--- src/rtl/ste_peak_meter_pkg.sv ---
// Shared types and arithmetic helpers for the peak meter and its hold stage.
package ste_meter_pkg;

  typedef enum logic {HOLD, DECAY} hold_state_e;

  // |x| clamped to the largest positive value of a w-bit signed number.
  function automatic logic [31:0] sat_mag(input logic signed [31:0] x, input int unsigned w);
    logic [31:0] lim;
    logic [31:0] ax;
    lim = (32'd1 << (w - 1)) - 32'd1;
    ax  = x[31] ? (~x + 32'd1) : x;
    return (ax > lim) ? lim : ax;
  endfunction

  // p - step, never below zero and never below floor.
  function automatic logic [31:0] sub_floor(input logic [31:0] p, input logic [31:0] step,
                                            input logic [31:0] floor);
    logic [31:0] d;
    d = (p > step) ? (p - step) : 32'd0;
    return (d < floor) ? floor : d;
  endfunction

endpackage

--- src/rtl/ste_peak_meter_if.sv ---
// Sample-in / level-out bundle of the peak meter; slave is the meter side.
interface ste_peak_meter_if #(
  parameter int DIN_W  = 12,
  parameter int DOUT_W = 4
);
  logic signed [DIN_W-1:0]  din_i;
  logic                     din_valid_i;
  logic                     clr_i;
  logic        [DOUT_W-1:0] dout_o;
  logic                     dout_update_o;
  logic        [DOUT_W-1:0] peak_o;

  modport master (
    output din_i, din_valid_i, clr_i,
    input  dout_o, dout_update_o, peak_o
  );

  modport slave (
    input  din_i, din_valid_i, clr_i,
    output dout_o, dout_update_o, peak_o
  );
endinterface

--- src/rtl/ste_peak_meter_peak_hold.sv ---
// Held peak: freezes for HOLD_WIN windows after a new peak, then falls by DECAY_STEP
// per window, never below the current window level; evaluated once per update pulse.
module ste_peak_hold
  import ste_meter_pkg::*;
#(
  parameter int DOUT_W     = 4,
  parameter int HOLD_WIN   = 4,
  parameter int DECAY_STEP = 1
) (
  input  logic              clk,
  input  logic              rst,
  input  logic              clr,
  input  logic [DOUT_W-1:0] level,
  input  logic              upd,
  output logic [DOUT_W-1:0] peak
);

  localparam int HW_W = (HOLD_WIN > 0) ? $clog2(HOLD_WIN + 1) : 1;

  hold_state_e      state_q;
  logic [HW_W-1:0]  hcnt_q;
  logic [DOUT_W-1:0] peak_q;

  always_ff @(posedge clk) begin
    if (rst || clr) begin
      state_q <= HOLD;
      hcnt_q  <= '0;
      peak_q  <= '0;
    end else if (upd) begin
      if (level >= peak_q) begin
        peak_q  <= level;
        hcnt_q  <= HW_W'(HOLD_WIN);
        state_q <= HOLD;
      end else if (state_q == HOLD && hcnt_q != '0) begin
        // last hold window leaves the peak untouched; decay starts next window
        hcnt_q <= hcnt_q - HW_W'(1);
        if (hcnt_q == HW_W'(1)) state_q <= DECAY;
      end else begin
        peak_q  <= DOUT_W'(sub_floor(32'(peak_q), 32'(DECAY_STEP), 32'(level)));
        state_q <= DECAY;
      end
    end
  end

  assign peak = peak_q;

endmodule

--- src/rtl/ste_peak_meter.sv ---
// Window peak meter: |sample| -> window max -> DOUT_W-bit level, update pulse 2 cycles
// after the last sample; no backpressure. Hold/decay peak enabled by STE_PEAK_METER_HOLD_EN.
module ste_peak_meter
  import ste_meter_pkg::*;
#(
  parameter int DIN_W      = 12,
  parameter int DOUT_W     = 4,
  parameter int WIN_LEN    = 1024,
  parameter int HOLD_WIN   = 4,
  parameter int DECAY_STEP = 1
) (
  input logic              clk,
  input logic              rst,
  ste_peak_meter_if.slave  bus
);

  localparam int CNT_W = $clog2(WIN_LEN);

  if (DOUT_W > DIN_W - 1 || WIN_LEN < 2 || HOLD_WIN < 0 || DECAY_STEP < 0) begin : g_bad_cfg
    $error("ste_peak_meter: illegal parameter set");
  end

  logic              flush;
  logic [DIN_W-1:0]  mag_q;
  logic              s1_vld_q;
  logic [CNT_W-1:0]  cnt_q;
  logic [DIN_W-1:0]  max_q;
  logic              done_q;
  logic [DOUT_W-1:0] level;
  logic [DOUT_W-1:0] dout_q;
  logic              upd_q;

  assign flush = rst | bus.clr_i;
  assign level = max_q[DIN_W-2 -: DOUT_W];

  always_ff @(posedge clk) begin
    if (flush) begin
      mag_q    <= '0;
      s1_vld_q <= 1'b0;
      cnt_q    <= '0;
      max_q    <= '0;
      done_q   <= 1'b0;
      dout_q   <= '0;
      upd_q    <= 1'b0;
    end else begin
      s1_vld_q <= bus.din_valid_i;
      if (bus.din_valid_i) mag_q <= DIN_W'(sat_mag(32'(bus.din_i), DIN_W));

      done_q <= 1'b0;
      if (s1_vld_q) begin
        // first sample of a window overwrites whatever the previous window left
        if (cnt_q == '0 || mag_q > max_q) max_q <= mag_q;
        done_q <= (cnt_q == CNT_W'(WIN_LEN - 1));
        cnt_q  <= (cnt_q == CNT_W'(WIN_LEN - 1)) ? '0 : cnt_q + CNT_W'(1);
      end

      upd_q <= done_q;
      if (done_q) dout_q <= level;
    end
  end

  assign bus.dout_o        = dout_q;
  assign bus.dout_update_o = upd_q;

`ifdef STE_PEAK_METER_HOLD_EN
  ste_peak_hold #(
    .DOUT_W    (DOUT_W),
    .HOLD_WIN  (HOLD_WIN),
    .DECAY_STEP(DECAY_STEP)
  ) u_hold (
    .clk  (clk),
    .rst  (rst),
    .clr  (bus.clr_i),
    .level(level),
    .upd  (done_q),
    .peak (bus.peak_o)
  );
`else
  assign bus.peak_o = dout_q;
`endif

endmodule

--- src/flat_wrapper.sv ---
// flat-port wrapper written by rule: the top's interface ports become plain ports
module ste_peak_meter_flat import ste_meter_pkg::*;
#(
  parameter int DIN_W      = 12,
  parameter int DOUT_W     = 4,
  parameter int WIN_LEN    = 1024,
  parameter int HOLD_WIN   = 4,
  parameter int DECAY_STEP = 1
)
  (clk, rst, bus_din_i, bus_din_valid_i, bus_clr_i, bus_dout_o, bus_dout_update_o, bus_peak_o);
  ste_peak_meter_if #(.DIN_W(DIN_W), .DOUT_W(DOUT_W)) bus_i ();
  input logic clk;
  input logic rst;
  input wire logic [$bits(bus_i.din_i)-1:0] bus_din_i;
  input wire logic [$bits(bus_i.din_valid_i)-1:0] bus_din_valid_i;
  input wire logic [$bits(bus_i.clr_i)-1:0] bus_clr_i;
  output wire logic [$bits(bus_i.dout_o)-1:0] bus_dout_o;
  output wire logic [$bits(bus_i.dout_update_o)-1:0] bus_dout_update_o;
  output wire logic [$bits(bus_i.peak_o)-1:0] bus_peak_o;
  assign bus_i.din_i = bus_din_i;
  assign bus_i.din_valid_i = bus_din_valid_i;
  assign bus_i.clr_i = bus_clr_i;
  assign bus_dout_o = bus_i.dout_o;
  assign bus_dout_update_o = bus_i.dout_update_o;
  assign bus_peak_o = bus_i.peak_o;
  ste_peak_meter #(.DIN_W(DIN_W), .DOUT_W(DOUT_W), .WIN_LEN(WIN_LEN), .HOLD_WIN(HOLD_WIN), .DECAY_STEP(DECAY_STEP)) u_core (.clk(clk), .rst(rst), .bus(bus_i));
endmodule
--- config.mk ---
export PLATFORM = sky130hd
export DESIGN_NAME = ste_peak_meter_flat
export DESIGN_NICKNAME = d
export VERILOG_FILES = /design/src/rtl/ste_peak_meter_pkg.sv /design/src/rtl/ste_peak_meter_if.sv /design/src/rtl/ste_peak_meter_peak_hold.sv /design/src/rtl/ste_peak_meter.sv /design/src/flat_wrapper.sv
export SDC_FILE = /design/constraint.sdc
export NUM_CORES = 1
export LEC_CHECK = 0
export CAP_MARGIN = 20
export CORE_MARGIN = 5
export CORE_UTILIZATION = 55
export DETAILED_ROUTE_END_ITERATION = 10
export PLACE_DENSITY = 0.87
export RECOVER_POWER = 100
export SLEW_MARGIN = 40
export SYNTH_ARGS = -nofsm -noshare
export SYNTH_HDL_FRONTEND = slang
export SYNTH_HIERARCHICAL = 1
export SYNTH_SLANG_ARGS = --single-unit
--- constraint.sdc ---
create_clock -name clk -period 2.7 [get_ports clk]
set_input_delay 0.54 -clock clk [delete_from_list [all_inputs] [get_ports clk]]
set_output_delay 0.54 -clock clk [all_outputs]
set_load 0.02 [all_outputs]
# == After elaboration in Yosys (flattened, before gate mapping) ==
# Cells that the tools add are included.
# word_totals
regBits,41
word_cells,22
# op_classes
n_lt_le_gt_ge,2
reduce_logical,4
add_sub_neg,2
bitwise,3
eq_ne,1
muxes,3
# op_table
cell,count
"32-bit by 1-bit adder with 32-bit output, second input constant",1
"32-bit by 11-bit > comparator with 1-bit output, second input constant",1
32-bit 2-to-1 mux,1
32-bit inverter,1
12-bit > comparator,1
12-bit 2-to-1 mux,1
"10-bit by 1-bit adder with 10-bit output, second input constant",1
"10-bit == test, second input constant",1
10-bit zero test,1
10-bit 2-to-1 mux,1
2-bit AND reduction,1
2-bit OR reduction,1
1-bit logical OR,1
1-bit inverter,1
1-bit bitwise OR,1

# == Logic depth before layout (Yosys ltp) ==
# logic_depth
ltp_word,5
mapped_depth,8
ltp_nobuf,7

# == Least setup slack after synthesis ==
# No wires, ideal clock.
# synth_path
path_type,register -> register
from,reg u_core.max_q[9]
to,reg u_core.max_q[0]
required_ps,2628
setup_ps,72
n_path_buf,1
arrival_time_ps,1842
path_slack_ps,786
stages_incl_launch_ff,9
cell_sequence,dfxtp_1 > inv_1 > ha_1 > a21oi_1 > o21ai_0 > or3_4 > o31ai_4 > buf_8 > mux2i_1
# synth_between
elab_chain_cells,3
# synth_rtl
item,line,source
start: declaration,ste_peak_meter.sv:27,logic [DIN_W-1:0] max_q;
start signal: assignment,ste_peak_meter.sv:52,if (cnt_q == '0 || mag_q > max_q) max_q <= mag_q;
12-bit > comparator,ste_peak_meter.sv:52,
1-bit logical OR,ste_peak_meter.sv:52,
2-bit AND reduction (no line),-,
# Every way passes these cells.
# A chain may end at the register's enable or synchronous reset.

# == Worst setup path after layout ==
# layout_path
from,reg u_core.max_q[9]
to,reg u_core.max_q[6]
# Same word-level chain as after synthesis.

==> flow_summary_export.csv <==
group,metric,value,unit
status,outcome,"finished clean",
global_routing,grt_pass1_vias,1689,
synthesis,synth_most_common_cell,"dfxtp_1",
global_routing,grt_usage,0.177,
cts,clock-sinks,41,
sta,min_period,2.44,ns
synthesis,yosys-top-cells-area,"dfxtp_1 39%, ha_1 8.9%, mux2i_1 8.0%, nand2_1 6.2%, a21oi_1 5.0%",
die,dieArea,0.00520,mm^2
synthesis,synth-seq-cells,41,
finish,postLayoutCellArea,0.00247,mm^2
sta,worst_pin_slew,0.645,ns
place,dp_slack,0.185,ns
route,totalWireLength,4.11,mm
synthesis,yosysUniqueCellTypes,35,
cts,cts_resized,0,
route,vias,1682,
cts,clk_latency,0.30,ns
sta,fin_skew,0.0102,ns
die,core_area,0.00369,mm^2
critical_path,r2r_slack,0.26,ns
min_path,hold_depth,2,
sta,timing.hold.ws,0.463,ns
die,initial_core_util,0.575,
route,drc,0,
power_and_ir_drop,switching_share,0.228,
cts,htree_levels,2,
flow_run,max_cap_viol_count,0,
global_routing,grt_max_degree,39,
power_and_ir_drop,power.share.clock,0.407,
synthesis,synth_top_cell_area_share,0.387,
cts,cts_tree,"yes",
synthesis,synth_edf_count,0,
critical_path,reg2reg_depth,8,
critical_path,cp.required,2.92,ns
place,portBuffers,24,
global_routing,grt_pass1_wl,7.20,mm
sta,hold_viol_final,0,
sta,relSlewSlack,0.570,
cts,clockBufferDepth,2,
finish,area_growth,16.7,%
synthesis,ys_seq_area_frac,0.387,
sta,drv_slew,0,
critical_path,cp-end-kind,"flop",
synthesis,synth_top_flop_cell,"dfxtp_1",
power_and_ir_drop,p_seq_frac,0.495,
sta,fin_ws,0.255,ns
power_and_ir_drop,switching_power,286,uW
cts,cts_buffers,5,
synthesis,yosys_warnings,6,
power_and_ir_drop,internal_power,971,uW
min_path,hp-class,"reg2reg",
place,dpl_cell_area,0.00236,mm^2
finish,num_antenna_cells,0,
die,io_pins,25,
synthesis,syn-num-nets,279,
synthesis,synth_area,0.00212,mm^2
min_path,hold_start,"u_core/max_q[4]",
place,gp_congestion,0.771,
sta,rsz0062_at_grt,"no",
finish,drive_gt1_frac,0.0597,
global_routing,antenna_found_initial,0,
power_and_ir_drop,p_total,1.26,mW
synthesis,syn_inst,248,
power_and_ir_drop,power_density,508,mW/mm^2
synthesis,async_flop_share,0,
critical_path,cp_max_fo,7,
critical_path,crit_type,"reg2reg",
die,dieHeight,72.1,um
route,via_per_inst,5.32,
global_routing,grt_remaining_overflow,0,
critical_path,r2r-start,"u_core/max_q[9]",
cts,path_clk_slew,0.08,ns
route,first_pass_iters,4,
sta,timing.fmax,0.409,GHz
finish,utilization,0.671,
place,dp_cells,308,
power_and_ir_drop,ir_drop,524,uV
place,hpwl,3.02,mm
die,die_width,72.1,um
sta,setup_tns,0,ns
die,fp-row-count,22,
route,ant_nets,0,
cts,cts_hold_buf,0,
critical_path,startpoint_type,"flop",
route,detail_route.wl_per_cell,13.0,um
sta,setup_viol_count_final,0,
power_and_ir_drop,p_leak,0.986,nW
min_path,holdPathEnd,"u_core/max_q[4]",
synthesis,yosys.area.top_type,"dfxtp_1",
synthesis,synth_area_per_cell,8.55,um^2
sta,finalCritPeriodShare,0.906,
power_and_ir_drop,combPwrFrac,0.098,
finish,stdcell_count,316,
cts,post_cts_buffers,0,
route,drt_iter0_markers,76,
finish,nNetsFinal,298,
critical_path,worst_r2r_endpoint,"u_core/max_q[6]",
synthesis,synthTopCellsByCount,"41 x dfxtp_1, 35 x nand2_1, 21 x a21oi_1",
critical_path,critPathArrivalTime,2.66,ns
cts,cts_root_buf,"clkbuf_8",
## worst max-delay path by stage
stage                                from         endpoint  slack, ns  cells past startpoint
after floorplan           u_core/max_q[9]  u_core/max_q[0]       0.79                      8
after global placement       bus_din_i[4]  u_core/mag_q[0]       0.26                      5
after detailed placement     bus_din_i[4]  u_core/mag_q[6]       0.18                      5
after CTS                 u_core/max_q[9]  u_core/max_q[6]       0.34                      8
after global routing      u_core/max_q[9]  u_core/max_q[6]       0.11                      8
final                     u_core/max_q[9]  u_core/max_q[6]       0.26                      8
## worst max-delay path: stages, from the launching register on
cell,delay [ns]
dfxtp_1,0.37
inv_1,0.06
ha_1,0.30
a21oi_1,0.15
o21ai_0,0.09
or3_2,0.48
o31ai_4,0.44
buf_4,0.27
mux2i_1,0.20
## power groups by stage
stage	Clock (mW)	Combinational (mW)	Sequential, mW
floorplan	0	0.0810	0.633
finish	0.512	0.123	0.622
detailed placement	0	0.124	0.636
global route	0.548	0.138	0.623
CTS	0.524	0.125	0.622
global placement	0	0.121	0.636
## sequential cells by signal (all words and copies together) (netlist names)
signal	flops
u_core/mag_q	12
u_core/max_q	12
u_core/cnt_q	10
u_core/bus.dout_o	4
u_core/bus.dout_update_o	1
u_core/done_q	1
u_core/s1_vld_q	1
## cell type report
class | instances | area (um^2)
clock buffers | 6 | 82.6
fillers | 313 | 1210
repair buffers | 26 | 255
inverters | 18 | 67.6
flip-flops and latches | 41 | 821
well taps | 48 | 60.1
multi-input cells | 175 | 1150
clock inverters | 2 | 37.5
## routing by layer
metal / GRT usage / vias up / share of wire
met5: 0 / - / 0
met4: 0.0814 / 0 / 0.016
met2: 0.315 / 33 / 0.49
li1: - / 882 / -
met1: 0.192 / 761 / 0.45
met3: 0.0499 / 6 / 0.045
## cell families (layout without fill, tap and decap cells)
kind of cell | count (synthesis) | after routing | share of synthesized area
AO/OA/AOI/OAI | 45 | 45 | 0.125
XOR/XNOR | 15 | 15 | 0.0620
adder cells (fa/ha/maj) | 15 | 15 | 0.0885
buffers and inverters | 32 | 52 | 0.0697
flip-flops | 41 | 41 | 0.387
multiplexers | 17 | 17 | 0.0803
AND/OR/NAND/NOR | 83 | 83 | 0.188
## cell usage in the layout (no fill, tap or decap), drive strengths merged, types with 2 or more instances in the layout
cell type	count
nor2	16
nand2	35
xnor2	3
nor3	2
xor2	12
or2	2
nand2b	3
ha	15
nor4	2
mux2i	17
o31ai	2
dlygate4sd3	11
and2	2
dfxtp	41
a21oi	21
or3	4
buf	2
nand3	4
clkdlybuf4s50	13
nand4	8
o21ai	17
inv	18
clkbuf	6
No activity file was read; power rests on OpenSTA's default activity.
